--- src/rtl/instr_fetch.sv ---
// Instruction fetch unit: issues one address on the instruction bus per start,
// returns the fetched word or an address-error/bus-timeout exception via done.
module instr_fetch #(
    parameter int unsigned WAIT_LIMIT  = 0,
    parameter logic [31:0] RESET_INSTR = 32'h0000_0000
) (
    input  logic        clk,
    input  logic        resetn,
    input  logic        start,
    input  logic [31:0] pc,
    input  logic        flush,
    output logic        ireq_valid,
    output logic [31:0] ireq_addr,
    input  logic        ireq_ready,
    input  logic        iresp_valid,
    input  logic [31:0] iresp_data,
    output logic        done,
    output logic [31:0] instr,
    output logic        ex_adel,
    output logic        ex_bus,
    output logic        busy
);

    localparam int unsigned     CNT_W      = (WAIT_LIMIT < 2) ? 1 : $clog2(WAIT_LIMIT + 1);
    localparam logic [CNT_W-1:0] CNT_LIMIT = CNT_W'(WAIT_LIMIT);
    localparam bit              TIMEOUT_EN = (WAIT_LIMIT != 0);

    typedef enum logic [1:0] {
        S_IDLE,
        S_REQ,
        S_WAIT,
        S_DROP
    } state_t;

    state_t           state, state_n;
    logic [CNT_W-1:0] wait_cnt, wait_cnt_n;
    logic             ireq_valid_n;
    logic [31:0]      ireq_addr_n;
    logic             done_n;
    logic [31:0]      instr_n;
    logic             ex_adel_n;
    logic             ex_bus_n;
    logic             busy_n;

    // State and all outputs are registered together.
    always_ff @(posedge clk or negedge resetn) begin
        if (!resetn) begin
            state      <= S_IDLE;
            wait_cnt   <= '0;
            ireq_valid <= 1'b0;
            ireq_addr  <= 32'h0;
            done       <= 1'b0;
            instr      <= RESET_INSTR;
            ex_adel    <= 1'b0;
            ex_bus     <= 1'b0;
            busy       <= 1'b0;
        end else begin
            state      <= state_n;
            wait_cnt   <= wait_cnt_n;
            ireq_valid <= ireq_valid_n;
            ireq_addr  <= ireq_addr_n;
            done       <= done_n;
            instr      <= instr_n;
            ex_adel    <= ex_adel_n;
            ex_bus     <= ex_bus_n;
            busy       <= busy_n;
        end
    end

    // Next-state and next-output logic.
    always_comb begin
        state_n     = state;
        wait_cnt_n  = wait_cnt;
        ireq_addr_n = ireq_addr;
        instr_n     = instr;
        done_n      = 1'b0;
        ex_adel_n   = 1'b0;
        ex_bus_n    = 1'b0;

        unique case (state)
            S_IDLE: begin
                if (start) begin
                    if (pc[1:0] != 2'b00) begin
                        done_n    = 1'b1;
                        ex_adel_n = 1'b1;
                    end else begin
                        ireq_addr_n = pc;
                        state_n     = S_REQ;
                    end
                end
            end

            S_REQ: begin
                if (ireq_ready) begin
                    // Address accepted: a flush must still absorb its response,
                    // unless that response arrives in this very cycle.
                    if (flush) begin
                        state_n = iresp_valid ? S_IDLE : S_DROP;
                    end else if (iresp_valid) begin
                        instr_n = iresp_data;
                        done_n  = 1'b1;
                        state_n = S_IDLE;
                    end else begin
                        wait_cnt_n = '0;
                        state_n    = S_WAIT;
                    end
                end else if (flush) begin
                    state_n = S_IDLE;
                end
            end

            S_WAIT: begin
                if (flush) begin
                    state_n = iresp_valid ? S_IDLE : S_DROP;
                end else if (iresp_valid) begin
                    instr_n = iresp_data;
                    done_n  = 1'b1;
                    state_n = S_IDLE;
                end else if (TIMEOUT_EN) begin
                    wait_cnt_n = wait_cnt + CNT_W'(1);
                    if (wait_cnt_n == CNT_LIMIT) begin
                        done_n   = 1'b1;
                        ex_bus_n = 1'b1;
                        state_n  = S_DROP;
                    end
                end
            end

            S_DROP: begin
                if (iresp_valid) begin
                    state_n = S_IDLE;
                end
            end

            default: state_n = S_IDLE;
        endcase

        ireq_valid_n = (state_n == S_REQ);
        busy_n       = (state_n != S_IDLE);
    end

endmodule

--- config.mk ---
export PLATFORM = sky130hd
export DESIGN_NAME = instr_fetch
export DESIGN_NICKNAME = d
export VERILOG_FILES = /design/src/rtl/instr_fetch.sv
export SDC_FILE = /design/constraint.sdc
export NUM_CORES = 1
export LEC_CHECK = 0
export CAP_MARGIN = 0
export CORE_UTILIZATION = 37
export CTS_CLUSTER_SIZE = 24
export DETAILED_ROUTE_END_ITERATION = 16
export PLACE_DENSITY = 0.87
export SLEW_MARGIN = 20
export SYNTH_ARGS = -nofsm -noshare
export SYNTH_HDL_FRONTEND = slang
export SYNTH_SLANG_ARGS = --single-unit
export TNS_END_PERCENT = 1
--- constraint.sdc ---
create_clock -name clk -period 1.7 [get_ports clk]
set_input_delay 0.34 -clock clk [delete_from_list [all_inputs] [get_ports clk]]
set_output_delay 0.34 -clock clk [all_outputs]
set_load 0.05 [all_outputs]
==> flow_summary.yaml <==
place:
  place.gp.congestion: 0.839
  dp.cells: 418
  hpwlAfterDp_mm: 4.63
  port_buffers: 137
  place_ws_ps: -218
worst_hold_path:
  hold_path.class: "in2async"
worst_setup_path:
  worstPathMaxFanout: 6
  cp-start-kind: "register"
  crit_path_cell_trace: "inv_4 > ha_4 > nand2_4 > nor3_4 > buf_12 > clkbuf_16 > mux2_2"
  cp-end-kind: "register"
  worstSetupPathType: "reg2reg"
  r2r_start: "state[0]$_DFF_PN0_"
  worstPathBufferInverterCount: 3
  cp_top_family: "flip-flops"
  crit_start: "state[0]$_DFF_PN0_"
  worstPathRequired_ps: 1910
  cpPeakStageDelay_ps: 450
  critPathSlowestCell: "dfrtp_2"
  cp_data_arrival_time_ps: 1890
logic_synthesis:
  yosys-top-cells-area: "dfrtp_1 (60%), mux2_4 (15%), mux2_2 (12%)"
  ys_seq_area_share_pct: 59.8
  yosys_warnings: 0
  yosysTopAreaCellShare_pct: 59.8
  netlist_instances: 176
  syn_nets: 251
  syn_area_per_cell_um2: 16.6
  syn_area_mm2: 0.00293
  synth_top_area_cell: "dfrtp_1"
  synth.distinct_cells: 28
  ys_ff_latch: 70
drt:
  vias: 2033
  drt_pass1_iterations: 4
  ant_nets: 0
  wire_per_inst_um: 15.0
  drt-total-wl_mm: 6.64
  vias_per_cell: 4.61
  drc: 0
  drt_iter0_drc: 43
sta:
  fmax_mhz: 598
  hold_slack_ps: 1.92
  setup_tns_ps: 0
  setup-violations-final: 0
  report.final.slew_viol_count: 0
  fin_ws_ps: 26.9
  skew_ps: 13.3
  period_needed_ps: 1670
  rsz0062_at_grt: "yes"
  hold_violations: 0
  period_share_pct: 98.4
power_and_ir_drop:
  switchingPower_mw: 4.78
  combPwrFrac_pct: 56.8
  p_total_mw: 10.5
  peakVddDrop_uv: 1430
  seq_power_share_pct: 27.7
  switching_share_pct: 45.3
  power_density_mw_per_mm2: 2250
  clkPwrFrac_pct: 15.5
  leakagePower_nw: 2.18
  intPower_mw: 5.76
grt:
  grt.total_usage_pct: 15.5
  grt_pass1_vias: 2025
  grt_pass1_wl_mm: 9.98
  antenna_found_initial: 0
  grt.overflow.total: 0
  grt_max_degree: 71
clock_network:
  clk-insertion-delay-late_ps: 330
  clk_pin_slew_worst_paths_ps: 80
  cts_hold_buf: 0
  cts.path.max_buffers: 2
  root_buffer: "clkbuf_8"
  numCtsBuffers: 9
  clock_sinks: 70
  h-tree-depth: 3
  cts_tree: "yes"
final_layout:
  instances_no_fill: 441
  layout.nets: 409
  drive_gt1_share_pct: 51.6
  fill_cells: 607
  area_growth_pct: 59.8
  n_antenna_cell: 0
die:
  placementRows: 32
  fp.dieW_um: 91.0
  core_mm2: 0.00769
  top_level_ports: 139
  initial_utilization_pct: 38.1
  die_h_um: 91.0
  die-area_mm2: 0.00827
run:
  cap_violations: 0
run_status:
  status: "finished clean"
layer usage:
layer	global-route usage, %	share of wire (%)
met1	19.5	43
met2	25.0	51
met3	4.36	6.2
met4	6.61	0.72
met5	0	0
layout make-up:
cell class | count | area [µm²] | area share, %
Sequential cell | 70 | 1750 | 37.5
Timing Repair Buffer | 155 | 1430 | 30.6
Multi-Input combinational cell | 95 | 1100 | 23.6
Clock buffer | 11 | 141 | 3.02
Tap cell | 102 | 128 | 2.73
Clock inverter | 5 | 106 | 2.27
Inverter | 3 | 13.8 | 0.294
synthesized netlist by cell type, drive strengths merged:
library cell and number:
and4bb 1, nor3 2, or3 2, o21ba 1, nand2b 1, and3 1
a22oi 1, conb 1, nor3b 1, mux2 62, a221oi 1, nor2 3
o32ai 1, or2 1, inv 3, a21o 3, nor2b 3, buf 8
nand3 1, dfrtp 70, nand2 3, a21oi 1, ha 5
timing repair:
action                                  CTS  global route
cloned                                    0             3
pin swaps                                 0             4
setup buffers                             0             4
endpoints found under the setup margin    9            61
resized for setup                         1            14
power groups by stage:
stage	clock network [mW]	registers [mW]	logic, mW
2_1_floorplan	0	5.64	1.35
3_3_place_gp	0	2.90	5.78
3_5_place_dp	0	2.94	5.85
4_1_cts	1.67	2.93	5.86
5_1_grt	1.73	3.02	6.20
6_report	1.63	2.92	5.99
registers in the layout, summed over array words and instances, names as in the netlist:
signal,flops
instr,32
ireq_addr,32
state,2
busy,1
done,1
ex_adel,1
ireq_valid,1
through the flow:
| step | instance area [µm²] | utilization (%) |
|---|---|---|
| after floorplan | 2930 | - |
| after global placement | 4280 | 55.6 |
| after detailed placement | 4280 | 55.6 |
| after CTS | 4520 | 58.9 |
| after global routing | 4680 | 60.9 |
| final | 4680 | 60.9 |
cell families after synthesis:
group                    synth area share [%]
flip-flops                               59.8
AO/OA/AOI/OAI                            2.35
adder cells (fa/ha/maj)                  2.14
multiplexers                             27.7
other                                   0.128
AND/OR/NAND/NOR                          4.02
buffers and inverters                    3.85
placed cells by master, fill, tap and decap left out, types with 2 or more instances in the layout:
master and count:
buf_4 78, dfrtp_1 69, clkdlybuf4s50_1 68, mux2_4 31, mux2_2 30, clkbuf_8 10
buf_12 5, a21o_1 3, nor2_1 3, nor2b_1 3, bufinv_16 3, nand2_1 2
ha_2 2, ha_1 2, clkbuf_16 2
path summary, 6_finish.rpt:
check                                             to  slack, ps  cells past startpoint
setup / recovery            ireq_addr[7]$_DFFE_PN0P_         30                      7
hold / removal              ireq_addr[4]$_DFFE_PN0P_          2                      2
setup reg to reg            ireq_addr[7]$_DFFE_PN0P_         30                      7
hold reg to reg            ireq_addr[23]$_DFFE_PN0P_        510                      1
max in group asynchronous         state[0]$_DFF_PN0_       1360                      2
min in group clk           ireq_addr[23]$_DFFE_PN0P_        510                      1
Power figures use the tool's default switching activity.
